===== config.mk =====
export PLATFORM = sky130hd
export DESIGN_NAME = rr_request_queue
export DESIGN_NICKNAME = d
export VERILOG_FILES = /design/src/rtl/rr_request_queue.sv
export SDC_FILE = /design/constraint.sdc
export NUM_CORES = 1
export LEC_CHECK = 0
export CAP_MARGIN = 10
export CELL_PAD_IN_SITES_DETAIL_PLACEMENT = 2
export CELL_PAD_IN_SITES_GLOBAL_PLACEMENT = 2
export CORE_ASPECT_RATIO = 1.4
export CORE_MARGIN = 3
export CORE_UTILIZATION = 43
export DETAILED_ROUTE_END_ITERATION = 10
export PLACE_DENSITY_LB_ADDON = 0.1
export SYNTH_ARGS = -nofsm -noshare
export SYNTH_HDL_FRONTEND = slang
export SYNTH_SLANG_ARGS = --single-unit

===== constraint.sdc =====
create_clock -name Clk -period 6.65 [get_ports Clk]
set_input_delay 0.665 -clock Clk [delete_from_list [all_inputs] [get_ports Clk]]
set_output_delay 0.665 -clock Clk [all_outputs]
set_load 0.02 [all_outputs]

===== src/rtl/rr_request_queue.sv =====
// rr_request_queue: per-port FIFOs feeding a 4-port round-robin arbiter.
// Request excludes the entry popped this cycle, so a grant that arrives one
// cycle after its request always finds a non-empty FIFO.
module rr_request_queue #(
    parameter int unsigned DW    = 8,
    parameter int unsigned DEPTH = 4
) (
    input  logic            Clk,
    input  logic            Reset,
    input  logic [3:0]      In_Valid,
    input  logic [4*DW-1:0] In_Data,
    output logic [3:0]      In_Ready,
    output logic [3:0]      Request,
    input  logic [3:0]      Grant,
    output logic            Out_Valid,
    output logic [DW-1:0]   Out_Data,
    output logic [1:0]      Out_Port,
    output logic            Grant_Err
);

    localparam int unsigned AW = $clog2(DEPTH);
    localparam int unsigned CW = AW + 1;

    logic [DW-1:0] mem_q [4][DEPTH];
    logic [AW-1:0] wr_ptr_q [4];
    logic [AW-1:0] wr_ptr_d [4];
    logic [AW-1:0] rd_ptr_q [4];
    logic [AW-1:0] rd_ptr_d [4];
    logic [CW-1:0] count_q  [4];
    logic [CW-1:0] count_d  [4];

    logic [3:0] push;
    logic [3:0] pop;
    logic       grant_onehot;
    logic       pop_any;
    logic       grant_err_now;
    logic [1:0] pop_idx;

    // Decode push/pop strobes, ready/request flags and grant legality.
    always_comb begin
        grant_onehot = (Grant != 4'b0000) && ((Grant & (Grant - 4'd1)) == 4'b0000);
        pop_idx      = 2'd0;
        for (int i = 0; i < 4; i++) begin
            In_Ready[i] = (count_q[i] < CW'(DEPTH));
            push[i]     = In_Valid[i] & In_Ready[i];
            pop[i]      = grant_onehot & Grant[i] & (count_q[i] != '0);
            // An entry being popped now must not keep the request alive.
            Request[i]  = pop[i] ? (count_q[i] > CW'(1)) : (count_q[i] != '0);
            if (pop[i]) begin
                pop_idx = 2'(i);
            end
        end
        pop_any       = |pop;
        // Multi-hot grants and grants to empty ports both leave pop at zero.
        grant_err_now = (Grant != 4'b0000) & ~pop_any;
    end

    // Next pointer and occupancy values per port.
    always_comb begin
        for (int i = 0; i < 4; i++) begin
            wr_ptr_d[i] = wr_ptr_q[i] + AW'(push[i]);
            rd_ptr_d[i] = rd_ptr_q[i] + AW'(pop[i]);
            unique case ({push[i], pop[i]})
                2'b10:   count_d[i] = count_q[i] + CW'(1);
                2'b01:   count_d[i] = count_q[i] - CW'(1);
                default: count_d[i] = count_q[i];
            endcase
        end
    end

    // FIFO storage; contents need no reset since pointers and counts do.
    always_ff @(posedge Clk) begin
        for (int i = 0; i < 4; i++) begin
            if (push[i]) begin
                mem_q[i][wr_ptr_q[i]] <= In_Data[i*DW +: DW];
            end
        end
    end

    // Pointer, count, output channel and sticky error registers.
    always_ff @(posedge Clk) begin
        if (Reset) begin
            for (int i = 0; i < 4; i++) begin
                wr_ptr_q[i] <= '0;
                rd_ptr_q[i] <= '0;
                count_q[i]  <= '0;
            end
            Out_Valid <= 1'b0;
            Out_Data  <= '0;
            Out_Port  <= 2'd0;
            Grant_Err <= 1'b0;
        end else begin
            for (int i = 0; i < 4; i++) begin
                wr_ptr_q[i] <= wr_ptr_d[i];
                rd_ptr_q[i] <= rd_ptr_d[i];
                count_q[i]  <= count_d[i];
            end
            Out_Valid <= pop_any;
            if (pop_any) begin
                Out_Data <= mem_q[pop_idx][rd_ptr_q[pop_idx]];
                Out_Port <= pop_idx;
            end
            Grant_Err <= Grant_Err | grant_err_now;
        end
    end

endmodule


## Yosys cells after proc, flatten, opt, wreduce, memory -nomap -nowiden

Memories as Yosys holds them, arrays and structs flattened.
Cells that the tools add are included.

- Logic and storage cells: 140
- Memories kept: 4
- Register bits after elaboration: 12
- Input bits: 42
- Output and inout port bits: 20
- RAM bits: 156

Memory list:

| memory | depth | width | rd ports | clocked after Yosys merged registers in | wr ports | line | RTL |
|---|---|---|---|---|---|---|---|
| mem_q | 4 | 32 | 1 | 0 | 4 | 24 | `logic [DW-1:0] mem_q [4][DEPTH];` |
| count_q | 4 | 3 | 4 | 0 | 4 | 29 | `logic [CW-1:0] count_q [4];` |
| rd_ptr_q | 4 | 2 | 5 | 0 | 4 | 27 | `logic [AW-1:0] rd_ptr_q [4];` |
| wr_ptr_q | 4 | 2 | 4 | 0 | 4 | 25 | `logic [AW-1:0] wr_ptr_q [4];` |

- $add $sub $neg: 17
- Eq/ne operators: 8
- Reduce and logical (&&, ||, !) cells: 12
- Bitwise logic cells: 33
- Order comparisons: 17
- Multiplexer cells: 45

Operator list:

| kind | count |
|---|---|
| 32-bit two-way mux | 4 |
| 8-bit demux with 2-bit select | 4 |
| 8-bit two-way mux | 6 |
| 3-bit case mux with 2 select lines | 4 |
| 2-bit two-way mux | 10 |
| 2-bit by 1-bit adder with 2-bit output | 8 |
| 8-bit binary-select mux with 2-bit select | 1 |
| 3-bit >= comparator, second input constant | 5 |
| 2-bit NOT with 3-bit output | 5 |
| 1-bit bitwise AND | 13 |
| 1-bit bitwise OR | 13 |
| 3-bit by 1-bit adder with 3-bit output, second input constant | 4 |
| 3-bit by 1-bit > comparator with 1-bit output, second input constant | 4 |
| 3-bit by 1-bit less-than comparator with 1-bit output, second input constant | 4 |
| 3-bit less-than comparator, second input constant | 4 |
| 1-bit two-way mux | 12 |
| 3-bit two-way mux | 4 |
| 3-bit nonzero test | 4 |
| 3-bit by 1-bit subtractor with 3-bit output, second input constant | 4 |
| 2-bit by 1-bit equality test with 1-bit output, second input constant | 4 |
| 2-bit equality test, second input constant | 4 |
| 1-bit logical AND | 5 |
| 4-bit bitwise AND | 1 |
| 4-bit zero test | 1 |
| 4 further kinds | 4 |

## Longest topological paths before layout

Gate-level depths: netlist of run 1.
An unclocked memory read counts as a cell.

- Word-level depth: 14
- Depth in mapped cells: 11
- Gate-level depth less buffers: 9

## Least setup slack after synthesis of run 1

No wires, ideal clock.

- Kind: input -> register
- Start point: in Grant[2]
- End point: mem count_q[3][2] (netlist bit)
- Buffers on the path: 3
- Setup time: 0.071 ns
- Required time: 6.579 ns
- Cell stages on the path: 8
- Data arrival time: 2.883 ns
- Path slack: 3.696 ns
- Cells stage by stage: buf_2 > or4b_4 > buf_6 > nor2_2 > clkbuf_1 > ha_1 > or3_1 > a21oi_1

RTL lines:

| what | line | RTL |
|---|---|---|
| start: declaration | 14 | `input logic [3:0] Grant,` |
| end: declaration | 29 |  |

## Final worst setup path of run 1

- Start point: in Grant[0]
- End point: reg Out_Data[1]

- Longest elaborated chain between the ends: 14
- Elaborated cells between the ends (all ways): 23
- Classes of those cells: add/sub: 1; mux: 6; bitwise: 10; reduce/logical: 4; memory: 2

RTL lines:

| what | line | RTL |
|---|---|---|
| 4-bit by 1-bit subtractor with 4-bit output | 41 | `grant_onehot = (Grant != 4'b0000) && ((Grant & (Grant - 4'd1)) == 4'b0000);` |
| 4-bit bitwise AND | 41 |  |
| 4-bit zero test | 41 |  |
| 1-bit logical AND | 41 |  |
| 1-bit bitwise AND (2 in series) | 46 | `pop[i] = grant_onehot & Grant[i] & (count_q[i] != '0);` |
| 1-bit two-way mux | 49 | `if (pop[i]) begin` |
| 2-bit two-way mux (2 in series) | 49 |  |
| memory read 4 x 2 bit | - |  |
| 2-bit NOT with 3-bit output (implied by the code) | 100 | `Out_Data <= mem_q[pop_idx][rd_ptr_q[pop_idx]];` |
| 8-bit binary-select mux with 2-bit select | 100 |  |
| 8-bit two-way mux (implied by the code) (2 in series) | 100 |  |
| end signal: assignment | 100 |  |
| end: declaration | 16 | `output logic [DW-1:0] Out_Data,` |

Parallel ways exist; a longest one is shown, timed or not. The select of a mux whose other input is x is not followed.
A chain may end at the register's enable or synchronous reset.

==> results.json, run 1 <==
{
  "cts-htree-levels": 4,
  "top_level_ports": 62,
  "critPathKind": "input pin to flop",
  "synthesis.nets": 624,
  "layout-area-overhead-vs-synth_pct": 19.5,
  "num_rows": 55,
  "post-route-drc-count": 0,
  "clockBufferDepth": 2,
  "yosys.area.top_type_share_pct": 52.9,
  "timing.critical_path.arrival_ns": 4.81,
  "overflow": 0,
  "detailroute.via_count": 5144,
  "tritoncts_num_sinks": 168,
  "wire_per_inst_um": 30.8,
  "ys.flop_type": "sky130_fd_sc_hd__edfxtp_1",
  "effective_utilization_at_floorplan_pct": 44.4,
  "cts.reportedPaths.clkPinSlew_ns": 0.07,
  "grt_setup_unrepaired": "false",
  "p_leak_nw": 3.22,
  "maximum_number_of_pins_on_one_net_before_global_route_repair": 41,
  "drt_iter0_drc": 481,
  "timing.critical_path.from_type": "input pin",
  "numPortBuffers": 61,
  "max-slew-margin-rel_pct": 16.0,
  "post-route-util_pct": 53.0,
  "wl_met2_mm": 13.6,
  "ys_types": 48,
  "drv.max_cap_violation_count": 0,
  "synth_edf_count": 128,
  "placedInstanceArea_sq_um": 8060,
  "diodes": 0,
  "chipHeight_um": 160,
  "routed.top_layer": "met4",
  "root_buffer": "sky130_fd_sc_hd__clkbuf_16",
  "antenna_violations_before_repair": 0,
  "synthCells": 555,
  "clkLatencyLatePin_ns": 0.44,
  "synth-seq-cells": 168,
  "yosys.cell_count.top_type": "sky130_fd_sc_hd__edfxtp_1",
  "core_area_sq_um": 16400,
  "worst_clock_skew_ns": 0.00837,
  "critical_path_peak_fanout": 25,
  "worst-endpoint-required_ns": 6.98,
  "dpl.cell_count": 797,
  "power.density_nw_per_um2": 300,
  "worst_slack_ns": 2.17,
  "crit_path_start": "Grant[0]",
  "cts_repair_resize_count": 0,
  "final_cell_count_no_fill": 831,
  "netlist.top_cell.by_area": "sky130_fd_sc_hd__edfxtp_1",
  "cts_setup_buffers": 0,
  "yosys_warnings": 0,
  "netlist_top_cells_count": "sky130_fd_sc_hd__edfxtp_1 (128), sky130_fd_sc_hd__dfxtp_1 (40), sky130_fd_sc_hd__nor2_1 (40)",
  "tritoncts.num_buffers": 17,
  "place.gp.congestion": 0.837,
  "syn_avg_cell_area_sq_um": 13.1,
  "final.setup.tns_ns": 0,
  "vias_per_cell": 6.19,
  "portion_of_the_post_synthesis_area_used_by_sequential_elements_pct": 63.9,
  "cts_tree": "yes",
  "hold_class": "flop to flop",
  "final_net_count": 688,
  "final_max_slew_viol_count": 0,
  "detailedPlace.worstSlack_ns": 2.09,
  "finish.instance_area_sq_um": 8690,
  "layout_min_cycle_time_ns": 4.48,
  "synth-async-reset-ratio_pct": 0,
  "finalCritPeriodShare_pct": 67.4,
  "drtAntennaViolNets": 0,
  "groute.usage.overall_pct": 28.3,
  "cts-hold-fix-buffers": 0,
  "die_area_sq_um": 18500,
  "wl_met3_mm": 1.19,
  "rr_startpoint": "count_q[2][0]",
  "status": "finished clean",
  "wl_met1_mm": 8.82,
  "worstSetupEndpointType": "flop",
  "detailedRoute.firstPassIterationCount": 5,
  "syn-cell-area_sq_um": 7270,
  "max_freq_mhz": 223,
  "routed_wirelength_mm": 25.6,
  "grt_pass1_wl_mm": 37.3,
  "drive_gt1_share_pct": 9.97,
  "die_width_um": 116,
  "via_count_of_the_first_global_routing_pass": 5753,
  "report.final.setup_viol": 0,
  "place_hpwl_mm": 17.2,
  "synth_top_cells_by_area": "sky130_fd_sc_hd__edfxtp_1 (53%), sky130_fd_sc_hd__dfxtp_1 (11%), sky130_fd_sc_hd__ha_1 (4.6%), sky130_fd_sc_hd__mux2i_1 (4.0%), sky130_fd_sc_hd__nor2_1 (2.1%)",
  "worst_margin_slew_ns": 1.26,
  "hold_path.startpoint": "Out_Port[1]",
  "peakVddDrop_mv": 0.117,
  "finalHoldViolations": 0,
  "num-fill-cells": 1594
}
[sequential cells by signal (all words and copies together) (netlist names)]
signal,count
Out_Data,8
Out_Valid,1
Grant_Err,1
mem_q,128
wr_ptr_q,8
count_q,12
rd_ptr_q,8
Out_Port,2
[logic make-up (layout without fill, tap and decap cells)]
family	after synthesis	count (layout)	synth area share, %
AND/OR/NAND/NOR	137	137	9.48
XOR/XNOR	17	17	2.05
buffers and inverters	45	122	2.84
flip-flops	168	168	63.9
multiplexers	37	37	5.34
AO/OA/AOI/OAI	124	124	11.8
adder cells (fa/ha/maj)	27	27	4.65
[power by group]
| group | internal [mW] | switching, mW | leakage [nW] | total, mW |
|---|---|---|---|---|
| Clock | 0.573 | 0.456 | 0.287 | 1.03 |
| Sequential | 1.20 | 0.0393 | 1.50 | 1.23 |
| Combinational | 0.129 | 0.212 | 1.43 | 0.341 |
| Total | 1.90 | 0.708 | 3.22 | 2.60 |
[final timing paths]
| path | to | slack (ns) | cells after the start |
|---|---|---|---|
| setup / recovery | Out_Data[1] | 2.17 | 7 |
| hold / removal | Out_Port[1] | 0.47 | 2 |
| setup reg to reg | Out_Data[1] | 2.84 | 9 |
| hold reg to reg | Out_Port[1] | 0.47 | 2 |
[layout by cell type (no fill, tap or decap), drive strengths merged, types with 8 or more instances in the layout]
cell / n
edfxtp: 128
nor2: 42
inv: 23
nor2b: 11
o21ai: 30
a21oi: 18
xnor2: 9
xor2: 8
clkbuf: 20
ha: 27
clkdlybuf4s50: 61
o211ai: 16
nor3: 24
mux2i: 29
dfxtp: 40
a31oi: 14
nand2: 30
mux2: 8
buf: 9
a221oi: 8
[per-stage QoR]
step	hold WS (ns)	total power [mW]
4_1_cts	0.480	2.61
5_1_grt	0.513	2.68
3_5_place_dp	0.459	1.58
2_1_floorplan	0.459	1.42
6_report	0.475	2.60
3_3_place_gp	0.451	1.55
[worst max-delay path: stages]
cell and delay, ns:
sky130_fd_sc_hd__clkdlybuf4s50_1 0.58, sky130_fd_sc_hd__or4b_1 0.87, sky130_fd_sc_hd__o22ai_2 1.04, sky130_fd_sc_hd__a211oi_1 0.14
sky130_fd_sc_hd__nor3_1 0.99, sky130_fd_sc_hd__a31oi_1 0.22, sky130_fd_sc_hd__a22o_1 0.29
[cell type report]
| type | instances | area, sq um | area share (%) |
|---|---|---|---|
| Tap cell | 199 | 249 | 2.87 |
| Timing Repair Buffer | 72 | 693 | 7.98 |
| Clock inverter | 14 | 165 | 1.90 |
| Inverter | 18 | 67.6 | 0.778 |
| Multi-Input combinational cell | 342 | 2430 | 28.0 |
| Clock buffer | 18 | 439 | 5.06 |
| Sequential cell | 168 | 4640 | 53.5 |
[routing by layer]
| layer | global-route usage (%) | vias to the layer above |
|---|---|---|
| li1 | - | 2216 |
| met1 | 29.9 | 2596 |
| met2 | 50.0 | 233 |
| met3 | 4.47 | 99 |
| met4 | 19.6 | 0 |
| met5 | 0 | - |
No activity file was read; power rests on OpenSTA's default activity.
==> run 2: changes to the inputs <==
--- a/config.mk
+++ b/config.mk
@@ -10,7 +10,7 @@
 export CELL_PAD_IN_SITES_GLOBAL_PLACEMENT = 2
 export CORE_ASPECT_RATIO = 1.4
 export CORE_MARGIN = 3
-export CORE_UTILIZATION = 43
+export CORE_UTILIZATION = 36
 export DETAILED_ROUTE_END_ITERATION = 10
 export PLACE_DENSITY_LB_ADDON = 0.1
 export SYNTH_ARGS = -nofsm -noshare
==> constraint.sdc (replaced) <==
create_clock -name Clk -period 4 [get_ports Clk]
set_input_delay 0.4 -clock Clk [delete_from_list [all_inputs] [get_ports Clk]]
set_output_delay 0.4 -clock Clk [all_outputs]
set_load 0.02 [all_outputs]
==> results.json, run 2 (same netlist as run 1, synthesis figures left out) <==
{
  "finalHoldViolations": 0,
  "detailedPlace.worstSlack_ns": 0.329,
  "num-fill-cells": 1993,
  "vias_per_cell": 5.51,
  "wire_per_inst_um": 25.2,
  "status": "finished clean",
  "crit_path_cell_trace": "clkdlybuf4s50_1 -> or4b_1 -> o22ai_2 -> buf_4 -> a211oi_1 -> or2_1 -> mux2_2 -> a22o_1",
  "worstSetupEndpointType": "flop",
  "r2r_cells": 10,
  "worst_slack_ns": 0.765,
  "final.setup.tns_ns": 0,
  "tritoncts_num_sinks": 168,
  "tritoncts.num_buffers": 17,
  "place.gp.congestion": 0.820,
  "post-route-drc-count": 0,
  "grt_pass1_wl_mm": 33.7,
  "final_cell_mix": "sky130_fd_sc_hd__edfxtp_1 (128), sky130_fd_sc_hd__clkdlybuf4s50_1 (61), sky130_fd_sc_hd__dfxtp_1 (40), sky130_fd_sc_hd__nor2_1 (40)",
  "hold_class": "flop to flop",
  "netSwitchingPower_mw": 1.10,
  "layout.area.seq_sq_um": 4640,
  "total_buffers_and_inverters_traversed_by_the_critical_path": 2,
  "drt_iter0_drc": 375,
  "die_width_um": 126,
  "critical-path-slowest-cell": "sky130_fd_sc_hd__clkdlybuf4s50_1",
  "multi_input_area_sq_um": 2430,
  "worst-endpoint-required_ns": 4.31,
  "critPathKind": "input pin to flop",
  "report.final.setup_viol": 0,
  "max-slew-margin-rel_pct": 31.9,
  "num_rows": 60,
  "min_delay_path_depth": 2,
  "global_route.usage.met1_pct": 21.9,
  "numPortBuffers": 61,
  "cts-hold-fix-buffers": 0,
  "worst_clock_skew_ns": 0.0105,
  "largest_reg_flops": 128,
  "cts.reportedPaths.clkPinSlew_ns": 0.07,
  "layout.cells.most_common": "sky130_fd_sc_hd__edfxtp_1",
  "worst_path_dominant_cell_family": "simple AND/OR/NAND/NOR gates",
  "timing.critical_path.arrival_ns": 3.55,
  "finalCritPeriodShare_pct": 80.9,
  "antenna_violations_before_repair": 0,
  "place_hpwl_mm": 16.5,
  "hold_path_end": "Grant_Err",
  "top_level_ports": 62,
  "rr_endpoint": "Out_Data[0]",
  "final_max_slew_viol_count": 0,
  "final_net_count": 694,
  "switching_share_pct": 25.6,
  "p_leak_nw": 3.25,
  "globalRouteMet3Util_pct": 3.14,
  "power_frac_seq_pct": 47.7,
  "hold_path.startpoint": "Grant_Err",
  "detailroute.via_count": 4878,
  "drv.max_cap_violation_count": 0,
  "rr_startpoint": "count_q[1][1]",
  "root_buffer": "sky130_fd_sc_hd__clkbuf_16",
  "via_count_of_the_first_global_routing_pass": 5511,
  "clockBufferDepth": 2,
  "overflow": 0,
  "critPathMaxStageDelay_ns": 0.66,
  "layout-area-overhead-vs-synth_pct": 20.9,
  "cts_tree": "yes",
  "detailedRoute.firstPassIterationCount": 4,
  "maximum_number_of_pins_on_one_net_before_global_route_repair": 33,
  "clkLatencyLatePin_ns": 0.43,
  "cts-htree-levels": 4,
  "drive_gt1_share_pct": 10.7,
  "chipHeight_um": 174,
  "worst_margin_slew_ns": 1.01,
  "timing.critical_path.from_type": "input pin",
  "diodes": 0,
  "routed_wirelength_mm": 22.3,
  "groute.usage.overall_pct": 20.7,
  "grt_busiest_layer": "met2",
  "worst-r2r-setup-slack_ns": 0.88,
  "die_area_sq_um": 22000,
  "critical_path_peak_fanout": 15,
  "effective_utilization_at_floorplan_pct": 37.2,
  "max_freq_mhz": 309,
  "grt_setup_unrepaired": "false",
  "power_frac_clock_pct": 39.6,
  "cts_setup_buffers": 0,
  "peakVddDrop_mv": 0.230,
  "grt.met2_usage_pct": 38.5,
  "core_area_sq_um": 19500,
  "drtAntennaViolNets": 0,
  "power_frac_comb_pct": 12.7,
  "layout_min_cycle_time_ns": 3.23,
  "cellInternalPower_mw": 3.19,
  "power.density_nw_per_um2": 488,
  "cts_repair_resize_count": 0
}
[run 2: worst register-to-register path, cell delays in order, from the launching register on]
cell and delay (ns):
sky130_fd_sc_hd__dfxtp_1 0.31, sky130_fd_sc_hd__inv_1 0.14, sky130_fd_sc_hd__ha_1 0.23, sky130_fd_sc_hd__nand2b_1 0.26, sky130_fd_sc_hd__nand2_1 0.21, sky130_fd_sc_hd__buf_4 0.42
sky130_fd_sc_hd__inv_1 0.43, sky130_fd_sc_hd__o21ai_0 0.28, sky130_fd_sc_hd__o211ai_1 0.17, sky130_fd_sc_hd__mux2_2 0.32, sky130_fd_sc_hd__a22o_1 0.22
[run 2: per-stage QoR]
step	utilization, %	power, mW	cell area [sq um]	cells	hold slack [ns]
final	45.0	4.29	8790	885	0.481
after detailed placement	41.9	2.63	8170	852	0.475
after CTS	44.9	4.33	8770	883	0.491
after global routing	45.0	4.44	8790	885	0.521
after floorplan	-	2.37	7270	555	0.459
after global placement	41.9	2.60	8170	852	0.452
[run 2: power by group through the flow]
stage                     clock [mW]  combinational (mW)  sequential [mW]
after floorplan                    0               0.293             2.07
after global placement             0               0.518             2.08
after detailed placement           0               0.544             2.09
after CTS                       1.73               0.551             2.05
after global routing            1.79               0.598             2.06
final                           1.70               0.547             2.05
[run 2: routing by layer]
layer  vias up  part of all wire [%]
met5         -                     0
met4         0                   5.8
met3        50                   2.3
met2       104                    56
met1      2497                    36
li1       2227                     -
[run 2: area by class of cell]
class / instances / share of cell area (%)
clock buffers: 18 / 4.88
clock inverters: 13 / 1.94
inverters: 18 / 0.769
multi-input cells: 342 / 27.7
flip-flops and latches: 168 / 52.8
well taps: 248 / 3.53
repair buffers: 78 / 8.37
[run 2: worst max path at each step]
stage             start             to  slack [ns]  cells after the start
6_report       Grant[0]    Out_Data[0]        0.77                      8
5_1_grt        Grant[2]    Out_Data[0]        0.57                      7
4_1_cts        Grant[0]    Out_Data[0]        0.78                      8
3_5_place_dp   Grant[2]    Out_Data[0]        0.33                      7
3_3_place_gp   Grant[2]    Out_Data[3]        0.52                      7
2_1_floorplan  Grant[2]  count_q[3][2]        1.31                      8
==> run 3: changes to the inputs <==
==> constraint.sdc (replaced) <==
create_clock -name Clk -period 2.71 [get_ports Clk]
set_input_delay 0.271 -clock Clk [delete_from_list [all_inputs] [get_ports Clk]]
set_output_delay 0.271 -clock Clk [all_outputs]
set_load 0.02 [all_outputs]
==> results.json, run 3 (same netlist as run 1, synthesis figures left out) <==
{
  "tritoncts_num_sinks": 168,
  "timing.critical_path.from_type": "input pin",
  "numPortBuffers": 61,
  "final_max_slew_viol_count": 0,
  "grt_setup_unrepaired": "false",
  "max_freq_mhz": 380,
  "die_width_um": 126,
  "design_power_total_mw": 6.31,
  "diodes": 0,
  "clkLatencyLatePin_ns": 0.44,
  "worstSetupEndpointType": "output port",
  "vias_per_cell": 5.43,
  "power.density_nw_per_um2": 692,
  "post-route-drc-count": 0,
  "final_cell_mix": "sky130_fd_sc_hd__edfxtp_1 (128), sky130_fd_sc_hd__clkdlybuf4s50_1 (57), sky130_fd_sc_hd__buf_4 (54)",
  "die_area_sq_um": 22000,
  "cts_tree": "yes",
  "top_level_ports": 62,
  "p_leak_nw": 3.47,
  "root_buffer": "sky130_fd_sc_hd__clkbuf_16",
  "antenna_violations_before_repair": 0,
  "maximum_number_of_pins_on_one_net_before_global_route_repair": 33,
  "timing.critical_path.arrival_ns": 2.36,
  "cts-htree-levels": 4,
  "hold_path_end": "mem_q[1][11]",
  "rr_endpoint": "Out_Data[3]",
  "effective_utilization_at_floorplan_pct": 37.2,
  "drt_iter0_drc": 321,
  "layout.cells.most_common": "sky130_fd_sc_hd__edfxtp_1",
  "cts_setup_buffers": 0,
  "finish.instance_area_sq_um": 9110,
  "groute.usage.overall_pct": 21.4,
  "clockBufferDepth": 2,
  "layout-area-overhead-vs-synth_pct": 25.3,
  "cts.reportedPaths.clkPinSlew_ns": 0.07,
  "cts-hold-fix-buffers": 0,
  "layout_min_cycle_time_ns": 2.63,
  "min_delay_path_depth": 1,
  "finalCritPeriodShare_pct": 97.1,
  "finalHoldViolations": 0,
  "status": "finished clean",
  "tritoncts.num_buffers": 17,
  "detailedRoute.firstPassIterationCount": 4,
  "peakVddDrop_mv": 0.403,
  "placedInstanceArea_sq_um": 8520,
  "chipHeight_um": 174,
  "worst-endpoint-required_ns": 2.44,
  "final_net_count": 734,
  "worst_margin_slew_ns": 0.842,
  "worst-r2r-setup-slack_ns": 0.17,
  "grt_pass1_wl_mm": 34.6,
  "via_count_of_the_first_global_routing_pass": 5774,
  "hold_path.startpoint": "In_Data[11]",
  "routed_wirelength_mm": 22.5,
  "rr_startpoint": "count_q[1][1]",
  "overflow": 0,
  "max-slew-margin-rel_pct": 43.7,
  "worst_clock_skew_ns": 0.00834,
  "place_hpwl_mm": 16.9,
  "drtAntennaViolNets": 0,
  "num_rows": 60,
  "wire_per_inst_um": 24.3,
  "hold_class": "input pin to flop",
  "critical_path_peak_fanout": 8,
  "num-fill-cells": 1942,
  "layout.area.seq_sq_um": 4640,
  "core_area_sq_um": 19500,
  "drv.max_cap_violation_count": 0,
  "multi_input_area_sq_um": 2430,
  "largest_reg_flops": 128,
  "report.final.setup_viol": 0,
  "place.gp.congestion": 0.821,
  "detailroute.via_count": 5032,
  "r2r_cells": 10,
  "drive_gt1_share_pct": 16.1,
  "critPathKind": "input pin to output port"
}
[run 3: what timing repair did]
| action | 4_1_cts | 5_1_grt |
|---|---|---|
| cloned | 0 | 0 |
| endpoints found under the setup margin | 3 | 7 |
| resized for setup | 4 | 4 |
| endpoints found under the hold margin | 0 | 0 |
[run 3: worst max-delay path: stages]
cell                              delay (ns)
sky130_fd_sc_hd__clkdlybuf4s50_1        0.57
sky130_fd_sc_hd__or4b_4                 0.53
sky130_fd_sc_hd__buf_4                  0.19
sky130_fd_sc_hd__nor2_1                 0.15
sky130_fd_sc_hd__o21ai_0                0.10
sky130_fd_sc_hd__clkdlybuf4s50_1        0.55
[run 3: worst max-delay path by stage]
stage / cells after the start / end / from / slack, ns
finish: 6 / Request[1] / Grant[1] / 0.08
global route: 6 / Request[1] / Grant[1] / 0.004
CTS: 9 / Request[3] / Grant[3] / 0.009
detailed placement: 8 / Out_Data[2] / Grant[2] / -0.26
global placement: 8 / Out_Data[7] / Grant[2] / -0.13
floorplan: 10 / count_q[1][2] / count_q[1][0] / 0.12
[run 3: final cells by class]
class	count	area share, %
multi-input cells	342	26.7
clock inverters	14	1.69
repair buffers	118	11.8
clock buffers	18	4.71
flip-flops and latches	168	51.0
inverters	18	0.742
well taps	248	3.41
[run 3: where the power goes]
group	internal [mW]	switching, mW
Combinational	0.365	0.491
Sequential	2.93	0.0864
Clock	1.31	1.12
Total	4.61	1.70
[run 3: through the flow]
stage	hold WS [ns]	setup WS (ns)	TNS, ns	util (%)	instances
after floorplan	0.370	0.116	0	-	555
after global placement	0.456	-0.126	-0.627	43.6	894
after detailed placement	0.478	-0.260	-1.36	43.6	894
after CTS	0.466	0.00853	0	46.6	926
after global routing	0.477	0.00400	0	46.7	926
final	0.480	0.0793	0	46.7	926
[run 3: routing by layer]
metal	vias up	routed length, um	GRT usage (%)
met4	0	1360	13.8
met1	2549	8060	21.6
met2	106	12500	39.7
li1	2319	-	-
met3	58	586	3.63
met5	-	0	0
